File: src/rtl/axis_rr_arbiter.sv
// Packet-level round-robin arbiter for AXI-Stream.
// Merges NUM_SRC slave streams onto one registered master stream. Every
// sideband field passes through untouched.
//
// Build option: define AXIS_ARB_PKT_LOCK_EN to hold the grant until the
// packet's tlast beat is accepted. Without it the grant is released after
// every accepted beat, so sources interleave beat by beat.
module axis_rr_arbiter #(
  parameter int unsigned NUM_SRC = 2,
  parameter int unsigned DATA_W  = 32,
  parameter int unsigned ID_W    = 1,
  parameter int unsigned DEST_W  = 1,
  parameter int unsigned USER_W  = 1
) (
  input  logic                           aclk,
  input  logic                           aresetn,
  // Slave side, source i occupies slice [i*W +: W]
  input  logic [NUM_SRC-1:0]             s_tvalid,
  output logic [NUM_SRC-1:0]             s_tready,
  input  logic [NUM_SRC*DATA_W-1:0]      s_tdata,
  input  logic [NUM_SRC*DATA_W/8-1:0]    s_tstrb,
  input  logic [NUM_SRC*DATA_W/8-1:0]    s_tkeep,
  input  logic [NUM_SRC-1:0]             s_tlast,
  input  logic [NUM_SRC*ID_W-1:0]        s_tid,
  input  logic [NUM_SRC*DEST_W-1:0]      s_tdest,
  input  logic [NUM_SRC*USER_W-1:0]      s_tuser,
  // Master side
  output logic                           m_tvalid,
  input  logic                           m_tready,
  output logic [DATA_W-1:0]              m_tdata,
  output logic [DATA_W/8-1:0]            m_tstrb,
  output logic [DATA_W/8-1:0]            m_tkeep,
  output logic                           m_tlast,
  output logic [ID_W-1:0]                m_tid,
  output logic [DEST_W-1:0]              m_tdest,
  output logic [USER_W-1:0]              m_tuser,
  // Status
  output logic [$clog2(NUM_SRC)-1:0]     m_grant,
  output logic                           m_busy
);

  localparam int unsigned SelW  = $clog2(NUM_SRC);
  localparam int unsigned StrbW = DATA_W / 8;

`ifdef AXIS_ARB_PKT_LOCK_EN
  localparam bit PktLock = 1'b1;
`else
  localparam bit PktLock = 1'b0;
`endif

  typedef enum logic [0:0] {StIdle, StLocked} state_e;

  state_e            state_q;
  logic [SelW-1:0]   sel_q;
  logic [SelW-1:0]   grant_q;
  logic [SelW-1:0]   last_grant_q;

  logic              m_tvalid_q;
  logic [DATA_W-1:0] m_tdata_q;
  logic [StrbW-1:0]  m_tstrb_q;
  logic [StrbW-1:0]  m_tkeep_q;
  logic              m_tlast_q;
  logic [ID_W-1:0]   m_tid_q;
  logic [DEST_W-1:0] m_tdest_q;
  logic [USER_W-1:0] m_tuser_q;

  // Fields of the currently selected source
  logic              sel_tvalid;
  logic              sel_tlast;
  logic [DATA_W-1:0] sel_tdata;
  logic [StrbW-1:0]  sel_tstrb;
  logic [StrbW-1:0]  sel_tkeep;
  logic [ID_W-1:0]   sel_tid;
  logic [DEST_W-1:0] sel_tdest;
  logic [USER_W-1:0] sel_tuser;

  logic              out_free;
  logic              accept;
  logic              end_of_grant;
  logic              any_req;
  logic [SelW-1:0]   winner;
  logic [SelW-1:0]   cand;
  logic              found;

  assign sel_tvalid = s_tvalid[sel_q];
  assign sel_tlast  = s_tlast[sel_q];
  assign sel_tdata  = s_tdata[int'(sel_q) * DATA_W +: DATA_W];
  assign sel_tstrb  = s_tstrb[int'(sel_q) * StrbW +: StrbW];
  assign sel_tkeep  = s_tkeep[int'(sel_q) * StrbW +: StrbW];
  assign sel_tid    = s_tid[int'(sel_q) * ID_W +: ID_W];
  assign sel_tdest  = s_tdest[int'(sel_q) * DEST_W +: DEST_W];
  assign sel_tuser  = s_tuser[int'(sel_q) * USER_W +: USER_W];

  // Output register can take a beat when empty or draining this cycle.
  assign out_free     = !m_tvalid_q || m_tready;
  assign accept       = (state_q == StLocked) && sel_tvalid && out_free;
  // Without packet lock every accepted beat ends the grant.
  assign end_of_grant = accept && (sel_tlast || !PktLock);
  assign any_req      = |s_tvalid;

  // Round-robin search starting one past the last granted source.
  always_comb begin
    winner = last_grant_q;
    cand   = '0;
    found  = 1'b0;
    for (int unsigned i = 1; i <= NUM_SRC; i++) begin
      cand = SelW'((32'(last_grant_q) + i) % NUM_SRC);
      if (!found && s_tvalid[cand]) begin
        winner = cand;
        found  = 1'b1;
      end
    end
  end

  // Ready goes only to the locked source and never looks at s_tvalid.
  always_comb begin
    s_tready = '0;
    if (state_q == StLocked) begin
      s_tready[sel_q] = out_free;
    end
  end

  // Arbitration FSM: pick a winner in idle, hold it until the grant ends.
  always_ff @(posedge aclk or negedge aresetn) begin
    if (!aresetn) begin
      state_q      <= StIdle;
      sel_q        <= '0;
      grant_q      <= '0;
      last_grant_q <= SelW'(NUM_SRC - 1);
    end else begin
      unique case (state_q)
        StIdle: begin
          if (any_req) begin
            sel_q   <= winner;
            grant_q <= winner;
            state_q <= StLocked;
          end
        end
        StLocked: begin
          if (end_of_grant) begin
            last_grant_q <= sel_q;
            state_q      <= StIdle;
          end
        end
        default: state_q <= StIdle;
      endcase
    end
  end

  // Master output register: load on accept, drop valid once drained, hold when stalled.
  always_ff @(posedge aclk or negedge aresetn) begin
    if (!aresetn) begin
      m_tvalid_q <= 1'b0;
      m_tdata_q  <= '0;
      m_tstrb_q  <= '0;
      m_tkeep_q  <= '0;
      m_tlast_q  <= 1'b0;
      m_tid_q    <= '0;
      m_tdest_q  <= '0;
      m_tuser_q  <= '0;
    end else if (accept) begin
      m_tvalid_q <= 1'b1;
      m_tdata_q  <= sel_tdata;
      m_tstrb_q  <= sel_tstrb;
      m_tkeep_q  <= sel_tkeep;
      m_tlast_q  <= sel_tlast;
      m_tid_q    <= sel_tid;
      m_tdest_q  <= sel_tdest;
      m_tuser_q  <= sel_tuser;
    end else if (m_tready) begin
      m_tvalid_q <= 1'b0;
    end
  end

  assign m_tvalid = m_tvalid_q;
  assign m_tdata  = m_tdata_q;
  assign m_tstrb  = m_tstrb_q;
  assign m_tkeep  = m_tkeep_q;
  assign m_tlast  = m_tlast_q;
  assign m_tid    = m_tid_q;
  assign m_tdest  = m_tdest_q;
  assign m_tuser  = m_tuser_q;
  assign m_grant  = grant_q;
  assign m_busy   = (state_q == StLocked);

endmodule

File: config.mk
export PLATFORM = sky130hd
export DESIGN_NAME = axis_rr_arbiter
export DESIGN_NICKNAME = d
export VERILOG_FILES = /design/src/rtl/axis_rr_arbiter.sv
export SDC_FILE = /design/constraint.sdc
export NUM_CORES = 1
export LEC_CHECK = 0
export BUFFER_PORTS_ARGS = -buffer_cell sky130_fd_sc_hd__buf_4
export CAP_MARGIN = 20
export CORE_ASPECT_RATIO = 1.25
export CORE_MARGIN = 2
export CORE_UTILIZATION = 39
export DETAILED_ROUTE_END_ITERATION = 6
export PLACE_DENSITY = 0.76
export SLEW_MARGIN = 15
export SYNTH_ARGS = -nofsm -noshare
export SYNTH_HDL_FRONTEND = slang
export SYNTH_SLANG_ARGS = --single-unit
File: constraint.sdc
create_clock -name aclk -period 1.64 [get_ports aclk]
set_clock_uncertainty 0.05 [all_clocks]
set_input_delay 0.492 -clock aclk [delete_from_list [all_inputs] [get_ports aclk]]
set_output_delay 0.492 -clock aclk [all_outputs]
set_load 0.05 [all_outputs]
# Word level (Yosys, flattened, before mapping)
# Cells that the tools add are included.
# Widths: inputs -> output; s select.
[classes]
n_lt_le_gt_ge = 4
n_addsub = 2
shifts = 6
bitwise_logic = 2
n_reduce_logical = 11
muxes = 19
[ops]
columns = ["op", "count"]
rows = [
  ["$shiftx 64x7->32", 1],
  ["$mux 1", 16],
  ["$shiftx 8x4->4", 2],
  ["$lt 1x2->1 const B", 3],
  ["$shiftx 2x2->1", 3],
  ["$logic_and 1x1->1", 4],
  ["$reduce_and 2->1", 2],
  ["$add 1x1->1 const B", 2],
  ["$and 2x2->2", 1],
  ["$logic_not 1->1", 2],
  ["$mux 2", 1],
  ["$pmux 1 s2", 1],
  ["$reduce_bool 2->1", 1],
  ["$reduce_or 2->1", 1],
  ["$demux 1 s1", 1],
  ["$ge 1x1->1 const B", 1],
  ["$logic_or 1x1->1", 1],
  ["$not 1->1", 1],
]
[totals]
input_bits = 93
word_cells = 55
out_inout_bits = 49
ff_bits = 48

# Logic depth before layout (Yosys ltp)
# Gate-level depths: netlist of the first run.
[logic_depth]
ltp_word = 7
ltp_mapped = 4
depth_no_buf = 3

# Worst setup path after synthesis of the first run
# No wires, ideal clock.
[synth_path]
path_kind = "register -> output"
from = "register m_grant (netlist name)"
to = "output port s_tready[0]"
path_slack_ns = -0.592
path_stages_with_launch = 4
required_time_ns = 1.098
t_arrival_ns = 1.690
cell_sequence = "dfrtp_1 -> buf_2 -> buf_2 -> nor2_1"
[synth_rtl]
columns = ["item", "line", "rtl"]
rows = [
  ["to (decl)", "19", "output logic [NUM_SRC-1:0] s_tready,"],
]

==> metrics.csv, run 1 <==
stage;metric;value;unit
run_status;status;complete, but fails checks;
run_status;violations;setup timing;
die;fp.dieArea;0.006649;mm2
pwr;p_leak;2.023;nW
yosys;synth-seq-cells;48;
finish;n_antenna_cell;0;
sta;setup_slack;-0.09169;ns
finish;fill_cells;442;
global_routing;met2_usage;31.98;%
clock_network;clock-sinks;48;
pwr;power;9.571;mW
clock_network;cts_buffer_depth;2;
die;ios;142;
die;die_y;90.67;um
route;dr.pass1.iters;2;
sta;finalMaxSlewViolations;0;
yosys;synth_top_family_by_area;multiplexers;
yosys;synth_simple_gate_area_share;2.242;%
setup_path;rr_worst_depth;5;
sta;finalCritPeriodShare;105.6;%
sta;fmax;577.5;MHz
finish;fin_area;0.003976;mm2
sta;max-slew-margin-rel;76.27;%
clock_network;clock_latency;0.30;ns
setup_path;cpLargestDelayFamily;multiplexers;
placed_design;place_area;0.003551;mm2
yosys;synth.distinct_cells;15;
clock_network;cts-root-buf;clkbuf_8;
pwr;ir_drop;0.001291;V
yosys;synth_fp_nets;252;
finish;regArea;0.001206;mm2
global_routing;grt_pass1_vias;1975;
finish;multi_input_area;0.001259;mm2
setup_path;crit_chain;buf_6, mux2_4, nand3_4, clkbuf_16, mux2_1;
pwr;p_per_area;2407;mW/mm2
global_routing;grt_max_degree;27;
placed_design;gp_congestion;0.7227;
finish;finish.utilization;68.34;%
route;routed_wl;6316;um
setup_path;critPathMaxFanout;11;
placed_design;io_buffer_count;141;
yosys;synth_cells;159;
route;via_count;1879;
yosys;synth_compound_area_share;0.8009;%
route;wl_per_cell;16.66;um
clock_network;clk_pin_slew;0.09;ns
setup_path;path_class;reg -> reg;
setup_path;r2r_setup_slack;-0.09;ns
route;first_iter_violations;31;
finish;syn_to_final_growth;69.67;%
yosys;synth_area;0.002343;mm2
sta;worst_slew_pin_slew;0.3560;ns
global_routing;gr-total-overflow;0;
die;die_w;73.34;um
global_routing;use_met3;4.911;%
placed_design;dp_hpwl;4074;um
global_routing;met1_usage;19.48;%
sta;rsz0062_at_grt;yes;
global_routing;gr-usage-all-layers;18.15;%
clock_network;cts_tree;yes;
sta;hold_violations;0;
sta;period_minus_slack;1.732;ns
sta;finalSetupViolCount;47;
job;maxCapViolations;0;
sta;holdWs;0.04257;ns
route;drc;0;
global_routing;busiest_layer;met2;
setup_path;cp-start-kind;register;
yosys;ys_warn_count;0;
global_routing;grt_pass1_wl;9190;um
yosys;yosys.area_share.adder;0;%
die;core;0.005818;mm2
route;viasPerCell;4.958;
setup_path;cp.required;1.77;ns
clock_network;htreeDepth;2;
yosys;yosysSeqAreaShare;51.31;%
setup_path;rr_endpoint;m_tkeep[3];
global_routing;antenna_found_initial;0;
clock_network;cts_made_buffers;5;
setup_path;slowest_delay;0.44;ns
setup_path;arrival;1.86;ns
die;start_util;40.28;%
setup_path;crit_buf_inv;2;
setup_path;worst_path_max_delay_cell;dfrtp_2;
yosys;synth.area.mux_share;43.25;%
finish;layout-drive-gt1-share;81.79;%
placed_design;pre_cts_ws;-0.1113;ns
yosys;synthXorXnorAreaFrac;0;%
setup_path;critPathCaptureType;register;
route;final_antenna_net_count;0;
worst_hold_path;hold_path_class;in -> async;
finish;final_net_count;405;
die;rows;31;
setup_path;timing.rr.start;m_grant;
yosys;synth.avg_cell_area;14.74;um2
## routing by layer
layer,share of wire [%],vias to the layer above,wire length [um]
met5,0,-,0
met1,37,903,2330
met4,2.9,0,181
met2,53,84,3354
li1,-,877,-
met3,7.1,15,450
## worst register-to-register path, stage by stage, from the launching register on
cell and delay, ns:
dfrtp_2 0.44, buf_6 0.13, mux2_4 0.31, nand3_4 0.15, clkbuf_16 0.20, mux2_1 0.34
## synth_stat cells
cell	number	area, um2
buf_4	4	30.03
o31a_1	1	8.760
nor2_1	1	3.750
dfrtp_1	47	1176
buf_2	3	15.01
nand2_1	5	18.77
clkbuf_1	2	7.510
mux2_2	51	574.3
nand2b_1	1	6.260
mux2_1	39	439.2
dfstp_2	1	26.28
inv_1	1	3.750
a32o_1	1	10.01
nand3_4	1	17.52
and3_1	1	6.260
## cell usage in the layout (no fill, tap or decap)
cell type   instances
a32o_1              1
dfrtp_2             3
clkinv_2            1
mux2_1              6
clkinvlp_4          1
nand2_4             1
nand2_1             4
buf_4             144
bufinv_16           1
nor2_4              1
nand3_4             1
mux2_2             45
buf_12              4
nand2b_4            1
inv_1               1
and3_4              1
mux2_4             39
dfstp_2             1
clkbuf_16           2
o31a_1              1
bufbuf_16           2
buf_8               1
buf_6               2
dfrtp_1            44
clkbuf_8            5
## per-stage QoR
stage                     cells  TNS [ns]
after floorplan             159    -1.722
final                       379    -1.974
after global placement      363    -2.798
after global routing        379    -3.695
after detailed placement    363    -3.459
after CTS                   376    -1.789
## state kept, by name (all words and copies together), names as in the netlist
| register | flops |
|---|---|
| m_tdata | 32 |
| m_tkeep | 4 |
| m_tstrb | 4 |
| last_grant_q | 1 |
| m_busy | 1 |
| m_grant | 1 |
| m_tdest | 1 |
| m_tid | 1 |
| m_tlast | 1 |
| m_tuser | 1 |
| m_tvalid | 1 |
## worst max-delay path by stage
| stage | from | to | slack (ns) | cells after the start |
|---|---|---|---|---|
| after floorplan | m_grant | s_tready[1] | -0.05 | 3 |
| after global placement | m_tready | s_tready[1] | -0.10 | 4 |
| after detailed placement | m_tready | s_tready[1] | -0.11 | 4 |
| after CTS | m_grant | s_tready[1] | -0.07 | 3 |
| after global routing | m_grant | m_tkeep[3] | -0.14 | 5 |
| final | m_grant | m_tkeep[3] | -0.09 | 5 |
## cell type report
type	count	area share, %
flip-flops and latches	48	30.33
multi-input cells	101	31.66
clock inverters	3	1.070
repair buffers	155	33.04
clock buffers	5	1.731
well taps	66	2.077
inverters	1	0.09440
## what timing repair did
action	CTS	global route
setup buffers	3	1
setup endpoints to repair	3	48
gates resized for setup	5	39
pin swaps	1	2
gates cloned	2	2
hold buffers	0	0
## report_power, final
group	switching (mW)	internal, mW	leakage, nW
Clock	0.393	0.451	0.0541
Combinational	3.56	2.96	1.41
Sequential	0.383	1.83	0.557
## cells by family after synthesis
| logic type | after synthesis |
|---|---|
| simple gates | 9 |
| buf+inv | 10 |
| mux | 90 |
| compound gates | 2 |
| flops | 48 |
Note: power is estimated with default switching activity, not from simulation.
==> inputs of run 2 (changes only) <==
Settings changed: SKIP_CTS_REPAIR_TIMING set to 1.
==> run 2 against run 1 <==
Net effect:
- the flow still finishes with violations (setup timing)
- cell count is 0.53% lower
- first-iteration DRC count rose by 45%
- sequential share of layout area increased by 1.7 points
- critical path type is now reg -> out
- highest routed layer unchanged
==> metrics.csv, run 2 (synthesis results as in run 1) <==
stage;metric;value;unit;change
run_status;status;complete, but fails checks;;
run_status;violations;setup timing;;
clock_network;htreeDepth;2;;unchanged
die;die_y;90.67;um;unchanged
die;ios;142;;unchanged
clock_network;cts-root-buf;clkbuf_8;;
sta;setup_slack;-0.07578;ns;+0.01591 ns
setup_path;cp-start-kind;register;;
route;first_iter_violations;45;;+45%
clock_network;cts_made_buffers;5;;unchanged
finish;multi_input_area;0.001115;mm2;-11%
finish;largest_register_ffs;32;;unchanged
route;dr.pass1.iters;3;;+1
clock_network;cts_tree;yes;;
setup_path;r2r_setup_slack;0.05;ns;+0.14 ns
setup_path;rr_endpoint;m_tdata[4];;
sta;finalMaxSlewViolations;0;;unchanged
global_routing;grt_pass1_wl;8549;um;-7.0%
clock_network;clk_pin_slew;0.09;ns;about the same
setup_path;path_class;reg -> out;;
job;maxCapViolations;0;;unchanged
finish;final_net_count;403;;-0.49%
route;viasPerCell;4.867;;-1.8%
pwr;power;8.663;mW;-9.5%
setup_path;crit_start;m_grant;;
route;via_count;1835;;-2.3%
sta;max-slew-margin-rel;76.77;%;+0.51 points
finish;mostFrequentLayoutCell;buf_4;;
pwr;ir_drop;0.001347;V;+4.4%
setup_path;critPathCaptureType;output pin;;
route;drc;0;;unchanged
placed_design;gp_congestion;0.7227;;unchanged
finish;final_cell_mix;buf_4, mux2_2, dfrtp_1;;
finish;regArea;0.001206;mm2;unchanged
setup_path;crit_path_end;s_tready[1];;
finish;syn_to_final_growth;60.44;%;
sta;holdWs;0.04117;ns;-0.001400 ns
sta;rsz0062_at_grt;yes;;
pwr;p_per_area;2304;mW/mm2;-4.3%
clock_network;clock_latency;0.29;ns;about the same
global_routing;grt_max_degree;50;;+85%
route;final_antenna_net_count;0;;unchanged
placed_design;place_area;0.003551;mm2;unchanged
sta;hold_violations;0;;unchanged
global_routing;grt_pass1_vias;1908;;-3.4%
route;routed_wl;5724;um;-9.4%
pwr;p_leak;1.802;nW;-11%
die;die_w;73.34;um;unchanged
placed_design;dp_hpwl;4074;um;unchanged
setup_path;timing.rr.start;m_grant;;
clock_network;cts_buffer_depth;2;;unchanged
sta;finalCritPeriodShare;104.6;%;-0.97 points
route;wl_per_cell;15.18;um;-8.9%
sta;period_minus_slack;1.716;ns;-0.01591 ns
setup_path;arrival;1.17;ns;-0.69 ns
die;start_util;40.28;%;unchanged
die;fp.dieArea;0.006649;mm2;unchanged
die;core;0.005818;mm2;unchanged
sta;fmax;582.8;MHz;+0.93%
finish;layout-drive-gt1-share;71.38;%;-10 points
placed_design;io_buffer_count;141;;unchanged
worst_hold_path;hold_path_class;in -> async;;
setup_path;critPathMaxFanout;8;;-3
finish;fin_area;0.003760;mm2;-5.4%
finish;n_antenna_cell;0;;unchanged
placed_design;pre_cts_ws;-0.1113;ns;unchanged
setup_path;rr_worst_depth;4;;-1
finish;finish.utilization;64.62;%;-3.7 points
finish;fill_cells;464;;+5.0%
global_routing;gr-total-overflow;0;;unchanged
global_routing;antenna_found_initial;0;;unchanged
sta;finalSetupViolCount;2;;-96%
die;rows;31;;unchanged
global_routing;gr-usage-all-layers;16.67;%;-1.5 points
clock_network;clock-sinks;48;;unchanged
sta;worst_slew_pin_slew;0.3484;ns;-0.007585 ns
setup_path;cp.required;1.10;ns;-0.67 ns
==> run 2: cell count changes in the layout (fill, tap and decap cells not counted), sizes merged <==
cell,change
bufbuf,-2
==> run 2: through the flow <==
stage,TNS (ns),cells
floorplan,-1.722,159
global placement,-2.798,363
detailed placement,-3.459,363
CTS,-0.7025,371
global route,-0.2446,377
finish,-0.1213,377
==> run 2: area by class of cell <==
class                   instances  area share (%)
well taps                      66           2.196
clock buffers                   5           1.830
inverters                       1         0.09983
clock inverters                 3           1.131
flip-flops and latches         48           32.08
multi-input cells             101           29.65
repair buffers                153           33.01
==> run 2: how the worst min path moves through the flow <==
stage                  endpoint  depth (start not counted)
floorplan                m_busy                          0
global placement    m_tdata[21]                          1
detailed placement  m_tdata[24]                          1
CTS                 m_tdata[24]                          1
global route        m_tdata[24]                          1
finish              m_tdata[24]                          1
==> run 2: metal layers <==
layer  global-route usage (%)  vias up  part of all wire (%)
li1                         -      873                     -
met1                    17.97      863                    35
met2                    28.60       87                    55
met3                    5.022       12                   7.6
met4                    8.636        0                   2.6
met5                        0        -                     0
==> run 2: power by group <==
group	total [mW]	internal, mW	switching, mW	leakage, nW
Sequential	2.17	1.82	0.347	0.557
Clock	0.833	0.451	0.382	0.0541
Combinational	5.66	2.26	3.40	1.19
==> run 2: critical path, cell delays in order, from the launching register on <==
cell and delay, ns:
dfrtp_2 0.44, buf_12 0.15, and3_4 0.14, buf_6 0.14
